<file path="src/rtl/player_receptor_bar_pkg.sv">
// Shared playfield geometry defaults and lane FSM encodings for the receptor bar.
package player_receptor_bar_pkg;

    localparam logic [9:0] LANE0_X_DEF     = 10'd200;
    localparam logic [9:0] LANE_PITCH_DEF  = 10'd60;
    localparam logic [9:0] PLAYER_Y_DEF    = 10'd400;
    localparam logic [9:0] NOTE_WIDTH_DEF  = 10'd48;
    localparam logic [9:0] NOTE_HEIGHT_DEF = 10'd48;
    localparam logic [9:0] LINE_WIDTH_DEF  = 10'd3;
    localparam logic [9:0] LINE_HEIGHT_DEF = 10'd3;
    localparam int         X_LIMIT         = 640;

    typedef enum logic [1:0] {
        IDLE    = 2'd0,
        PRESSED = 2'd1,
        HELD    = 2'd2,
        DECAY   = 2'd3
    } lane_state_t;

    function automatic logic [9:0] lane_x0(input int lane, input logic [9:0] x_base,
                                           input logic [9:0] pitch);
        return 10'(int'(x_base) + lane * int'(pitch));
    endfunction

endpackage

</file>
<file path="src/rtl/player_receptor_bar_if.sv">
// Button and pixel-bus bundle between the raw inputs / VGA mux and the receptor bar.
interface player_receptor_bar_if #(
    parameter int NUM_LANES = 4
);
    logic [NUM_LANES-1:0] btn;
    logic [9:0]           x;
    logic [9:0]           y;
    logic                 is_player_bar;
    logic [2:0]           pix_lane;
    logic [NUM_LANES-1:0] press_pulse;
    logic [NUM_LANES-1:0] lane_lit;

    modport master (
        output btn, x, y,
        input  is_player_bar, pix_lane, press_pulse, lane_lit
    );

    modport slave (
        input  btn, x, y,
        output is_player_bar, pix_lane, press_pulse, lane_lit
    );
endinterface

</file>
<file path="src/rtl/player_receptor_bar_lane_receptor_fsm.sv">
// One receptor lane: 2-FF synchroniser, debouncer, press/hold/decay FSM.
//   state   | meaning
//   IDLE    | lane dark, waiting for a debounced press
//   PRESSED | single cycle after the press; drives press_pulse
//   HELD    | button still down, lane lit
//   DECAY   | released, lane kept lit until the decay counter expires
module player_receptor_bar_lane_receptor_fsm
    import player_receptor_bar_pkg::*;
#(
    parameter int DEBOUNCE_CYCLES = 250000,
    parameter int DECAY_CYCLES    = 25000000
) (
    input  logic clk,
    input  logic rst,
    input  logic btn,
    output logic press_pulse,
    output logic lane_lit
);

    localparam int DEB_W = $clog2(DEBOUNCE_CYCLES + 1);
    localparam int DEC_W = $clog2(DECAY_CYCLES + 1);
    localparam logic [DEB_W-1:0] DEB_LAST = DEB_W'(DEBOUNCE_CYCLES - 1);
    localparam logic [DEC_W-1:0] DEC_LOAD = DEC_W'(DECAY_CYCLES - 1);

    logic [1:0]       sync;
    logic             deb;
    logic [DEB_W-1:0] deb_cnt;
    lane_state_t      state;
    logic [DEC_W-1:0] dec_cnt;

    // deb follows sync only after DEBOUNCE_CYCLES consecutive disagreeing cycles
    always_ff @(posedge clk or posedge rst) begin
        if (rst) begin
            sync    <= '0;
            deb     <= 1'b0;
            deb_cnt <= '0;
        end else begin
            sync <= {sync[0], btn};
            if (sync[1] != deb) begin
                if (deb_cnt == DEB_LAST) begin
                    deb     <= sync[1];
                    deb_cnt <= '0;
                end else begin
                    deb_cnt <= deb_cnt + DEB_W'(1);
                end
            end else begin
                deb_cnt <= '0;
            end
        end
    end

    always_ff @(posedge clk or posedge rst) begin
        if (rst) begin
            state       <= IDLE;
            dec_cnt     <= '0;
            press_pulse <= 1'b0;
            lane_lit    <= 1'b0;
        end else begin
            case (state)
                IDLE:    if (deb) state <= PRESSED;
                PRESSED: state <= HELD;
                HELD: begin
                    if (!deb) begin
                        state   <= DECAY;
                        dec_cnt <= DEC_LOAD;
                    end
                end
                DECAY: begin
                    if (deb)                 state   <= PRESSED;
                    else if (dec_cnt == '0)  state   <= IDLE;
                    else                     dec_cnt <= dec_cnt - DEC_W'(1);
                end
                default: state <= IDLE;
            endcase
            press_pulse <= (state == PRESSED);
            lane_lit    <= (state != IDLE);
        end
    end

endmodule

</file>
<file path="src/rtl/player_receptor_bar.sv">
// Receptor bar top: per-lane FSM instances plus the registered pixel hit test
// feeding the VGA pixel mux.
module player_receptor_bar
    import player_receptor_bar_pkg::*;
#(
    parameter int         NUM_LANES       = 4,
    parameter logic [9:0] LANE0_X         = LANE0_X_DEF,
    parameter logic [9:0] LANE_PITCH      = LANE_PITCH_DEF,
    parameter logic [9:0] PLAYER_Y        = PLAYER_Y_DEF,
    parameter logic [9:0] NOTE_WIDTH      = NOTE_WIDTH_DEF,
    parameter logic [9:0] NOTE_HEIGHT     = NOTE_HEIGHT_DEF,
    parameter logic [9:0] LINE_WIDTH      = LINE_WIDTH_DEF,
    parameter logic [9:0] LINE_HEIGHT     = LINE_HEIGHT_DEF,
    parameter int         DEBOUNCE_CYCLES = 250000,
    parameter int         DECAY_CYCLES    = 25000000
) (
    input logic            clk,
    input logic            rst,
    player_receptor_bar_if.slave bus
);

    if (NUM_LANES < 1 || NUM_LANES > 8) begin : g_bad_lanes
        $error("player_receptor_bar: NUM_LANES must be 1..8");
    end
    if (LANE_PITCH <= NOTE_WIDTH) begin : g_bad_pitch
        $error("player_receptor_bar: LANE_PITCH must exceed NOTE_WIDTH");
    end
    if (int'(LANE0_X) + (NUM_LANES - 1) * int'(LANE_PITCH) + int'(NOTE_WIDTH) >= X_LIMIT)
    begin : g_bad_span
        $error("player_receptor_bar: rightmost lane edge must be below 640");
    end

    logic [NUM_LANES-1:0] lit;
    logic [NUM_LANES-1:0] pulse;
    logic [NUM_LANES-1:0] hit;
    logic [2:0]           hit_lane;

    localparam logic [9:0] Y_BOT    = PLAYER_Y + NOTE_HEIGHT;
    localparam logic [9:0] Y_IN_TOP = PLAYER_Y + LINE_HEIGHT;
    localparam logic [9:0] Y_IN_BOT = PLAYER_Y + NOTE_HEIGHT - LINE_HEIGHT;

    for (genvar i = 0; i < NUM_LANES; i++) begin : g_lane
        localparam logic [9:0] X0      = lane_x0(i, LANE0_X, LANE_PITCH);
        localparam logic [9:0] X1      = X0 + NOTE_WIDTH;
        localparam logic [9:0] X_IN_L  = X0 + LINE_WIDTH;
        localparam logic [9:0] X_IN_R  = X0 + NOTE_WIDTH - LINE_WIDTH;
        logic outer;
        logic inner;

        player_receptor_bar_lane_receptor_fsm #(
            .DEBOUNCE_CYCLES (DEBOUNCE_CYCLES),
            .DECAY_CYCLES    (DECAY_CYCLES)
        ) u_lane (
            .clk         (clk),
            .rst         (rst),
            .btn         (bus.btn[i]),
            .press_pulse (pulse[i]),
            .lane_lit    (lit[i])
        );

        assign outer  = (bus.y >= PLAYER_Y) && (bus.y <= Y_BOT)
                     && (bus.x >= X0) && (bus.x <= X1);
        assign inner  = (bus.y >= Y_IN_TOP) && (bus.y <= Y_IN_BOT)
                     && (bus.x >= X_IN_L) && (bus.x <= X_IN_R);
        assign hit[i] = outer && (!inner || lit[i]);
    end

    // lanes never overlap, so at most one hit bit is set
    always_comb begin
        hit_lane = '0;
        for (int i = 0; i < NUM_LANES; i++) begin
            if (hit[i]) hit_lane = 3'(i);
        end
    end

    always_ff @(posedge clk or posedge rst) begin
        if (rst) begin
            bus.is_player_bar <= 1'b0;
            bus.pix_lane      <= '0;
        end else begin
            bus.is_player_bar <= |hit;
            bus.pix_lane      <= hit_lane;
        end
    end

    assign bus.press_pulse = pulse;
    assign bus.lane_lit    = lit;

endmodule

</file>
<file path="src/flat_wrapper.sv">
// flat-port wrapper written by rule: the top's interface ports become plain ports
module player_receptor_bar_flat import player_receptor_bar_pkg::*;
#(
    parameter int         NUM_LANES       = 4,
    parameter logic [9:0] LANE0_X         = LANE0_X_DEF,
    parameter logic [9:0] LANE_PITCH      = LANE_PITCH_DEF,
    parameter logic [9:0] PLAYER_Y        = PLAYER_Y_DEF,
    parameter logic [9:0] NOTE_WIDTH      = NOTE_WIDTH_DEF,
    parameter logic [9:0] NOTE_HEIGHT     = NOTE_HEIGHT_DEF,
    parameter logic [9:0] LINE_WIDTH      = LINE_WIDTH_DEF,
    parameter logic [9:0] LINE_HEIGHT     = LINE_HEIGHT_DEF,
    parameter int         DEBOUNCE_CYCLES = 250000,
    parameter int         DECAY_CYCLES    = 25000000
)
  (clk, rst, bus_btn, bus_x, bus_y, bus_is_player_bar, bus_pix_lane, bus_press_pulse, bus_lane_lit);
  player_receptor_bar_if #(.NUM_LANES(NUM_LANES)) bus_i ();
  input logic clk;
  input logic rst;
  input wire logic [$bits(bus_i.btn)-1:0] bus_btn;
  input wire logic [$bits(bus_i.x)-1:0] bus_x;
  input wire logic [$bits(bus_i.y)-1:0] bus_y;
  output wire logic [$bits(bus_i.is_player_bar)-1:0] bus_is_player_bar;
  output wire logic [$bits(bus_i.pix_lane)-1:0] bus_pix_lane;
  output wire logic [$bits(bus_i.press_pulse)-1:0] bus_press_pulse;
  output wire logic [$bits(bus_i.lane_lit)-1:0] bus_lane_lit;
  assign bus_i.btn = bus_btn;
  assign bus_i.x = bus_x;
  assign bus_i.y = bus_y;
  assign bus_is_player_bar = bus_i.is_player_bar;
  assign bus_pix_lane = bus_i.pix_lane;
  assign bus_press_pulse = bus_i.press_pulse;
  assign bus_lane_lit = bus_i.lane_lit;
  player_receptor_bar #(.NUM_LANES(NUM_LANES), .LANE0_X(LANE0_X), .LANE_PITCH(LANE_PITCH), .PLAYER_Y(PLAYER_Y), .NOTE_WIDTH(NOTE_WIDTH), .NOTE_HEIGHT(NOTE_HEIGHT), .LINE_WIDTH(LINE_WIDTH), .LINE_HEIGHT(LINE_HEIGHT), .DEBOUNCE_CYCLES(DEBOUNCE_CYCLES), .DECAY_CYCLES(DECAY_CYCLES)) u_core (.clk(clk), .rst(rst), .bus(bus_i));
endmodule
</file>
<file path="config.mk">
export PLATFORM = sky130hd
export DESIGN_NAME = player_receptor_bar_flat
export DESIGN_NICKNAME = d
export VERILOG_FILES = /design/src/rtl/player_receptor_bar_pkg.sv /design/src/rtl/player_receptor_bar_if.sv /design/src/rtl/player_receptor_bar_lane_receptor_fsm.sv /design/src/rtl/player_receptor_bar.sv /design/src/flat_wrapper.sv
export SDC_FILE = /design/constraint.sdc
export NUM_CORES = 1
export LEC_CHECK = 0
export BUFFER_PORTS_ARGS = -buffer_cell sky130_fd_sc_hd__buf_2
export CELL_PAD_IN_SITES_DETAIL_PLACEMENT = 1
export CELL_PAD_IN_SITES_GLOBAL_PLACEMENT = 1
export CORE_ASPECT_RATIO = 1.2
export CORE_MARGIN = 1.5
export CORE_UTILIZATION = 44
export CTS_CLUSTER_SIZE = 24
export DETAILED_ROUTE_END_ITERATION = 7
export PLACE_DENSITY = 0.82
export SLEW_MARGIN = 20
export SYNTH_ARGS = -nofsm -noshare
export SYNTH_HDL_FRONTEND = slang
export SYNTH_SLANG_ARGS = --single-unit
</file>
<file path="constraint.sdc">
create_clock -name clk -period 5.72 [get_ports clk]
set_input_delay 0.572 -clock clk [delete_from_list [all_inputs] [get_ports clk]]
set_output_delay 0.572 -clock clk [all_outputs]
set_load 0.01 [all_outputs]
</file>
Word level (Yosys, flattened, before mapping)
Index checks and enable logic that the tools add are counted.
{"block": "word_totals", "ff_bits": 203, "elab_cells": 204, "out_inout_bits": 12}
{"block": "op_classes", "eq_ne": 40, "n_mux": 47, "reduce_logical": 59, "addsub": 8, "order_cmp": 20}
{"operator": "2-to-1 mux 25 bit", "count": 12}
{"operator": "one-hot mux 25 bit (2 select lines)", "count": 4}
{"operator": "2-to-1 mux 18 bit", "count": 8}
{"operator": "zero test 25 bit", "count": 4}
{"operator": "subtractor 25 x 1 -> 25 bit (second input constant)", "count": 4}
{"operator": "greater-or-equal comparator 10 x 9 -> 1 bit (second input constant)", "count": 8}
{"operator": "<= comparator 10 x 9 -> 1 bit (second input constant)", "count": 8}
{"operator": "adder 18 x 1 -> 18 bit (second input constant)", "count": 4}
{"operator": "== test 18 bit (second input constant)", "count": 4}
{"operator": "2-to-1 mux 2 bit", "count": 18}
{"operator": "!= test 2 bit (second input constant)", "count": 16}
{"operator": "one-hot mux 2 bit (4 select lines)", "count": 4}
{"operator": "logical AND 1 bit", "count": 22}
{"operator": "greater-or-equal comparator 10 x 8 -> 1 bit (second input constant)", "count": 2}
{"operator": "<= comparator 10 x 8 -> 1 bit (second input constant)", "count": 2}
{"operator": "== test 2 bit (second input constant)", "count": 8}
{"operator": "AND reduction 4 bit", "count": 4}
{"operator": "nonzero test 2 bit", "count": 8}
{"operator": "!= test 3 bit (second input constant)", "count": 4}
{"operator": "AND reduction 3 bit", "count": 4}
{"operator": "== test 2 x 1 -> 1 bit (second input constant)", "count": 4}
{"operator": "zero test 2 bit", "count": 4}
{"operator": "AND reduction 2 bit", "count": 4}
{"operator": "zero test 1 bit", "count": 4}
{"operator": "other kinds (4)", "count": 10}

Longest topological paths before layout
{"block": "logic_depth", "depth_word": 10, "mapped_depth": 10, "depth_no_buf": 7}

Hierarchy
Synthesis repeated with hierarchy kept, for this count alone.
{"block": "hier_totals", "cells_unflattened": 1224, "hier_area_um2": 11476.0}
{"mod": "player_receptor_bar_lane_receptor_fsm (u_core.g_lane[0].u_lane ...)", "instances": 3, "cells_each": 284, "seq_area_each_um2": 1251.2, "area_each_um2": 2720.1}
{"mod": "player_receptor_bar_lane_receptor_fsm (u_core.g_lane[3].u_lane)", "instances": 1, "cells_each": 287, "seq_area_each_um2": 1251.2, "area_each_um2": 2715.1}
{"mod": "player_receptor_bar", "instances": 1, "cells_each": 85, "seq_area_each_um2": 75.1, "area_each_um2": 600.6}

Least setup slack after synthesis
No wires, ideal clock.
{"block": "synth_timing", "kind": "reg2reg", "startpoint": "register u_core.g_lane[1].u_lane.state[0]", "endpoint": "register u_core.g_lane[1].u_lane.dec_cnt[17]", "stages_incl_launch_ff": 9, "required_time_ns": 5.642, "synth_period_minus_slack_ns": 2.423, "path_slack_ns": 3.297, "arrival_time_ns": 2.345, "path_cell_list": "dfrtp_1 > inv_1 > ha_1 > o21bai_1 > or4_1 > buf_2 > or4_1 > or3_1 > a21oi_1"}
{"block": "synth_between", "elab_chain_len": 3, "elab_cells_between_ends": 8, "cone_classes": "5 x eq/ne; 1 x mux; 2 x reduce/logical"}
{"element": "start, declared", "line": "player_receptor_bar_lane_receptor_fsm.sv:28", "rtl": "lane_state_t state;"}
{"element": "start signal, assigned", "line": "player_receptor_bar_lane_receptor_fsm.sv:54", "rtl": "state <= IDLE;"}
{"element": "start signal, assigned", "line": "player_receptor_bar_lane_receptor_fsm.sv:60", "rtl": "IDLE: if (deb) state <= PRESSED;"}
{"element": "start signal, assigned", "line": "player_receptor_bar_lane_receptor_fsm.sv:61", "rtl": "PRESSED: state <= HELD;"}
{"element": "== test 2 bit", "line": "player_receptor_bar_lane_receptor_fsm.sv:59", "rtl": "case (state)"}
{"element": "!= test 2 bit (no source line) or nonzero test 2 bit (tied branches)"}
{"element": "AND reduction 4 bit (no source line)"}
{"element": "end signal, assigned", "line": "player_receptor_bar_lane_receptor_fsm.sv:71", "rtl": "else dec_cnt <= dec_cnt - DEC_W'(1);"}
{"element": "end, declared", "line": "player_receptor_bar_lane_receptor_fsm.sv:29", "rtl": "logic [DEC_W-1:0] dec_cnt;"}
Several ways; a longest one is shown, not always the timed one.
A chain may end at the register's enable or synchronous reset.

Worst setup path in the final report
{"block": "layout_timing", "startpoint": "register u_core.g_lane[2].u_lane.dec_cnt[8]", "endpoint": "register u_core.g_lane[2].u_lane.dec_cnt[9]"}
{"block": "layout_between", "elab_chain_len": 4, "elab_cells_between_ends": 7, "cone_classes": "1 x add/sub; 1 x eq/ne; 3 x mux; 2 x reduce/logical"}
{"element": "start, declared", "line": "player_receptor_bar_lane_receptor_fsm.sv:29"}
{"element": "start signal, assigned", "line": "player_receptor_bar_lane_receptor_fsm.sv:71"}
{"element": "subtractor 25 x 1 -> 25 bit", "line": "player_receptor_bar_lane_receptor_fsm.sv:71"}
{"element": "2-to-1 mux 25 bit", "line": "player_receptor_bar_lane_receptor_fsm.sv:70", "rtl": "else if (dec_cnt == '0) state <= IDLE;"}
{"element": "2-to-1 mux 25 bit", "line": "player_receptor_bar_lane_receptor_fsm.sv:69", "rtl": "if (deb) state <= PRESSED;"}
{"element": "one-hot mux 25 bit (2 select lines)", "line": "player_receptor_bar_lane_receptor_fsm.sv:59"}
Several ways; a longest one is shown, not always the timed one. The select of a mux whose other input is x is not followed.

==> flow_summary.toml <==
[status]
status = "finished, final reports clean"

[global_routing]
track_usage_pct = 20.5
grt_pass1_wl_um = 45400
grt_antenna_before_repair = 1
grt-ovfl-total = 0
grt_pass1_vias = 9452
grt_max_degree = 184

[clock_tree]
h-tree-depth = 1
cts_buffers = 23
cts_root_buffer = "clkbuf_16"
cts_tree = "built"
ctsResizeCount = 0
clock_sinks = 203
insertion_delay_ns = 0.52
clk_pin_slew_ns = 0.06
clock_path_buffers = 3
post_cts.repair.setup_buffers = 0
ctsHoldBuffers = 0

[sta]
tightest_slew_ns = 0.991
max_freq_mhz = 359
fin_tns_setup_ns = 0
setup_ws_ns = 2.94
setup_viol = 0
slew_headroom_pct = 34.0
hold_viol_final = 0
final-max-slew-violation-count = 0
fin_crit_sh_pct = 48.7
finalCriticalPeriod_ns = 2.78
clock_skew_ns = 0.0141
rsz0062_at_grt = "no"

[synthesis]
yosys.area.top_type = "dfrtp_1"
postSynthCellCount = 1176
syn_nets = 1230
synth_edf_count = 0
synth.avg_cell_area_um2 = 9.39
synth_cell_types = 73
synthFlopType = "dfrtp_1"
synth_top_area_share_pct = 46.0
synthTopCellsByArea = "dfrtp_1 46%, nor2_1 5.0%, xnor2_1 4.4%"
syn_area_um2 = 11000
ys_ff_latch = 203
ys_async_sr_fraction_pct = 100
yosysWarnings = 0
ys_seq_area_share_pct = 46.0

[place]
dpl_cell_area_um2 = 11400
gp_congestion = 0.873
dp_hpwl_um = 17800
pre_cts_ws_ns = 2.95
io_buffers = 36

[cells_and_area]
design_area_um2 = 12300
final_nets = 1248
regArea_um2 = 5080
area_growth_pct = 11.5
multiInputGateArea_um2 = 5610
final_util_pct = 49.9
drive_gt1_share_pct = 9.83
final.fill_count = 2818

[pwr]
p_per_area_nw_per_um2 = 261
p_leak_uw = 0.00573
total_power_uw = 3220
ir_drop_mv = 0.157

[route]
wire_per_inst_um = 16.9
dr.pass1.iters = 4
remaining_drc_errors = 0
vias_per_cell = 5.89
drtIter0Drc = 258
ant_nets = 0
dr_total_vias = 9043
wl_um = 25900

[die]
coreArea_um2 = 24700
rows = 63
start_util_pct = 44.8
die_y_um = 177
io_pins = 38
die-area_um2 = 26100
die_w_um = 148

[worst_setup_path]
crit_fanout = 14
path_common_cell = "or4_1"
slowest_delay_ns = 0.74
arrival_ns = 3.15
startpoint_type = "flop"
path_cells = "or4_4 -> or4_1 -> o31ai_4 -> or4_1 -> a21oi_1"
critPathBufInv = 0
cp_top_family = "simple AND/OR/NAND/NOR gates"
end_kind = "flop"
worstPathRequired_ns = 6.09
path_class = "reg2reg"
critPathSlowestCell = "or4_1"

[run]
maxCapViolCount = 0

[min_path]
hp-class = "in2async"
[layout make-up]
class | instances | share of cell area [%]
Inverter | 37 | 1.16
Multi-Input combinational cell | 891 | 45.5
Clock buffer | 28 | 5.23
Clock inverter | 13 | 1.83
Antenna cell | 1 | 0.0203
Timing Repair Buffer | 38 | 1.69
Sequential cell | 203 | 41.2
Tap cell | 325 | 3.30
[layout by cell type (no fill, tap or decap), types with 11 or more instances in the layout]
cell	netlist	layout
a211oi_1	11	11
a21oi_1	54	54
and3_1	13	13
buf_2	6	36
clkbuf_16	0	23
dfrtp_1	203	203
ha_1	28	28
inv_1	36	35
nand2_1	70	70
nand3_1	66	66
nand4_1	24	24
nor2_1	148	147
nor3_1	46	46
nor4_1	33	33
o21ai_0	41	41
o31ai_1	26	25
or3_1	49	49
or4_1	31	31
xnor2_1	55	55
xor2_1	29	29
[metal layers]
| layer | track usage [%] | vias to the layer above | part of all wire, % |
|---|---|---|---|
| li1 | - | 4324 | - |
| met1 | 25.6 | 4583 | 44 |
| met2 | 37.2 | 106 | 51 |
| met3 | 2.87 | 30 | 3.2 |
| met4 | 5.25 | 0 | 1.7 |
| met5 | 0 | - | 0 |
[cell families after synthesis]
family	share of synthesized area, %
simple gates	27.1
other cells	0.0339
flops	46.0
mux	1.55
compound gates	12.2
fa+ha+maj	3.17
xor+xnor	6.66
buf+inv	3.30
[synth_stat cells (all sizes together), types with 10 or more instances]
cell	n
nand2	70
nor4	36
ha	28
nor2b	10
nand4	25
or2	12
nand2b	10
o41ai	10
clkbuf	25
a21oi	54
or4	33
dfrtp	203
buf	20
inv	36
nor2	148
and3	13
and4	10
a211oi	11
o31ai	27
xnor2	55
xor2	29
or3	49
nor3	46
nand3	66
o21ai	47
[worst paths after layout]
| path | start | end | slack, ns | cells after the start |
|---|---|---|---|---|
| max reg2reg | u_core.g_lane[2].u_lane.dec_cnt[8] | u_core.g_lane[2].u_lane.dec_cnt[9] | 2.94 | 5 |
| max in group asynchronous | rst | u_core.g_lane[2].u_lane.deb_cnt[3] | 4.34 | 3 |
| max | u_core.g_lane[2].u_lane.dec_cnt[8] | u_core.g_lane[2].u_lane.dec_cnt[9] | 2.94 | 5 |
| min reg2reg | u_core.g_lane[3].u_lane.sync[0] | u_core.g_lane[3].u_lane.sync[1] | 0.35 | 0 |
| min in group clk | bus_btn[2] | u_core.g_lane[2].u_lane.sync[0] | 0.16 | 1 |
| min | rst | u_core.g_lane[1].u_lane.sync[0] | 0.08 | 2 |
[sequential cells by signal, summed over array words and instances, names as in the netlist]
register / cells
u_core.g_lane.u_lane.dec_cnt: 100
u_core.g_lane.u_lane.deb_cnt: 72
u_core.g_lane.u_lane.state: 8
u_core.g_lane.u_lane.sync: 8
u_core.g_lane.u_lane.deb: 4
u_core.g_lane.u_lane.lane_lit: 4
u_core.g_lane.u_lane.press_pulse: 4
u_core.bus.pix_lane: 2
u_core.bus.is_player_bar: 1
[metrics by stage]
step                instances  hold slack (ns)
global route             1535           0.0845
floorplan                1176            0.331
global placement         1494            0.332
detailed placement       1494            0.336
CTS                      1535           0.0686
finish                   1536           0.0751
[report_power, final]
group	internal, uW	switching (uW)
logic	25.1	66.4
registers	1450	9.33
clock network	1070	602
total	2540	677
Power figures use the tool's default switching activity.
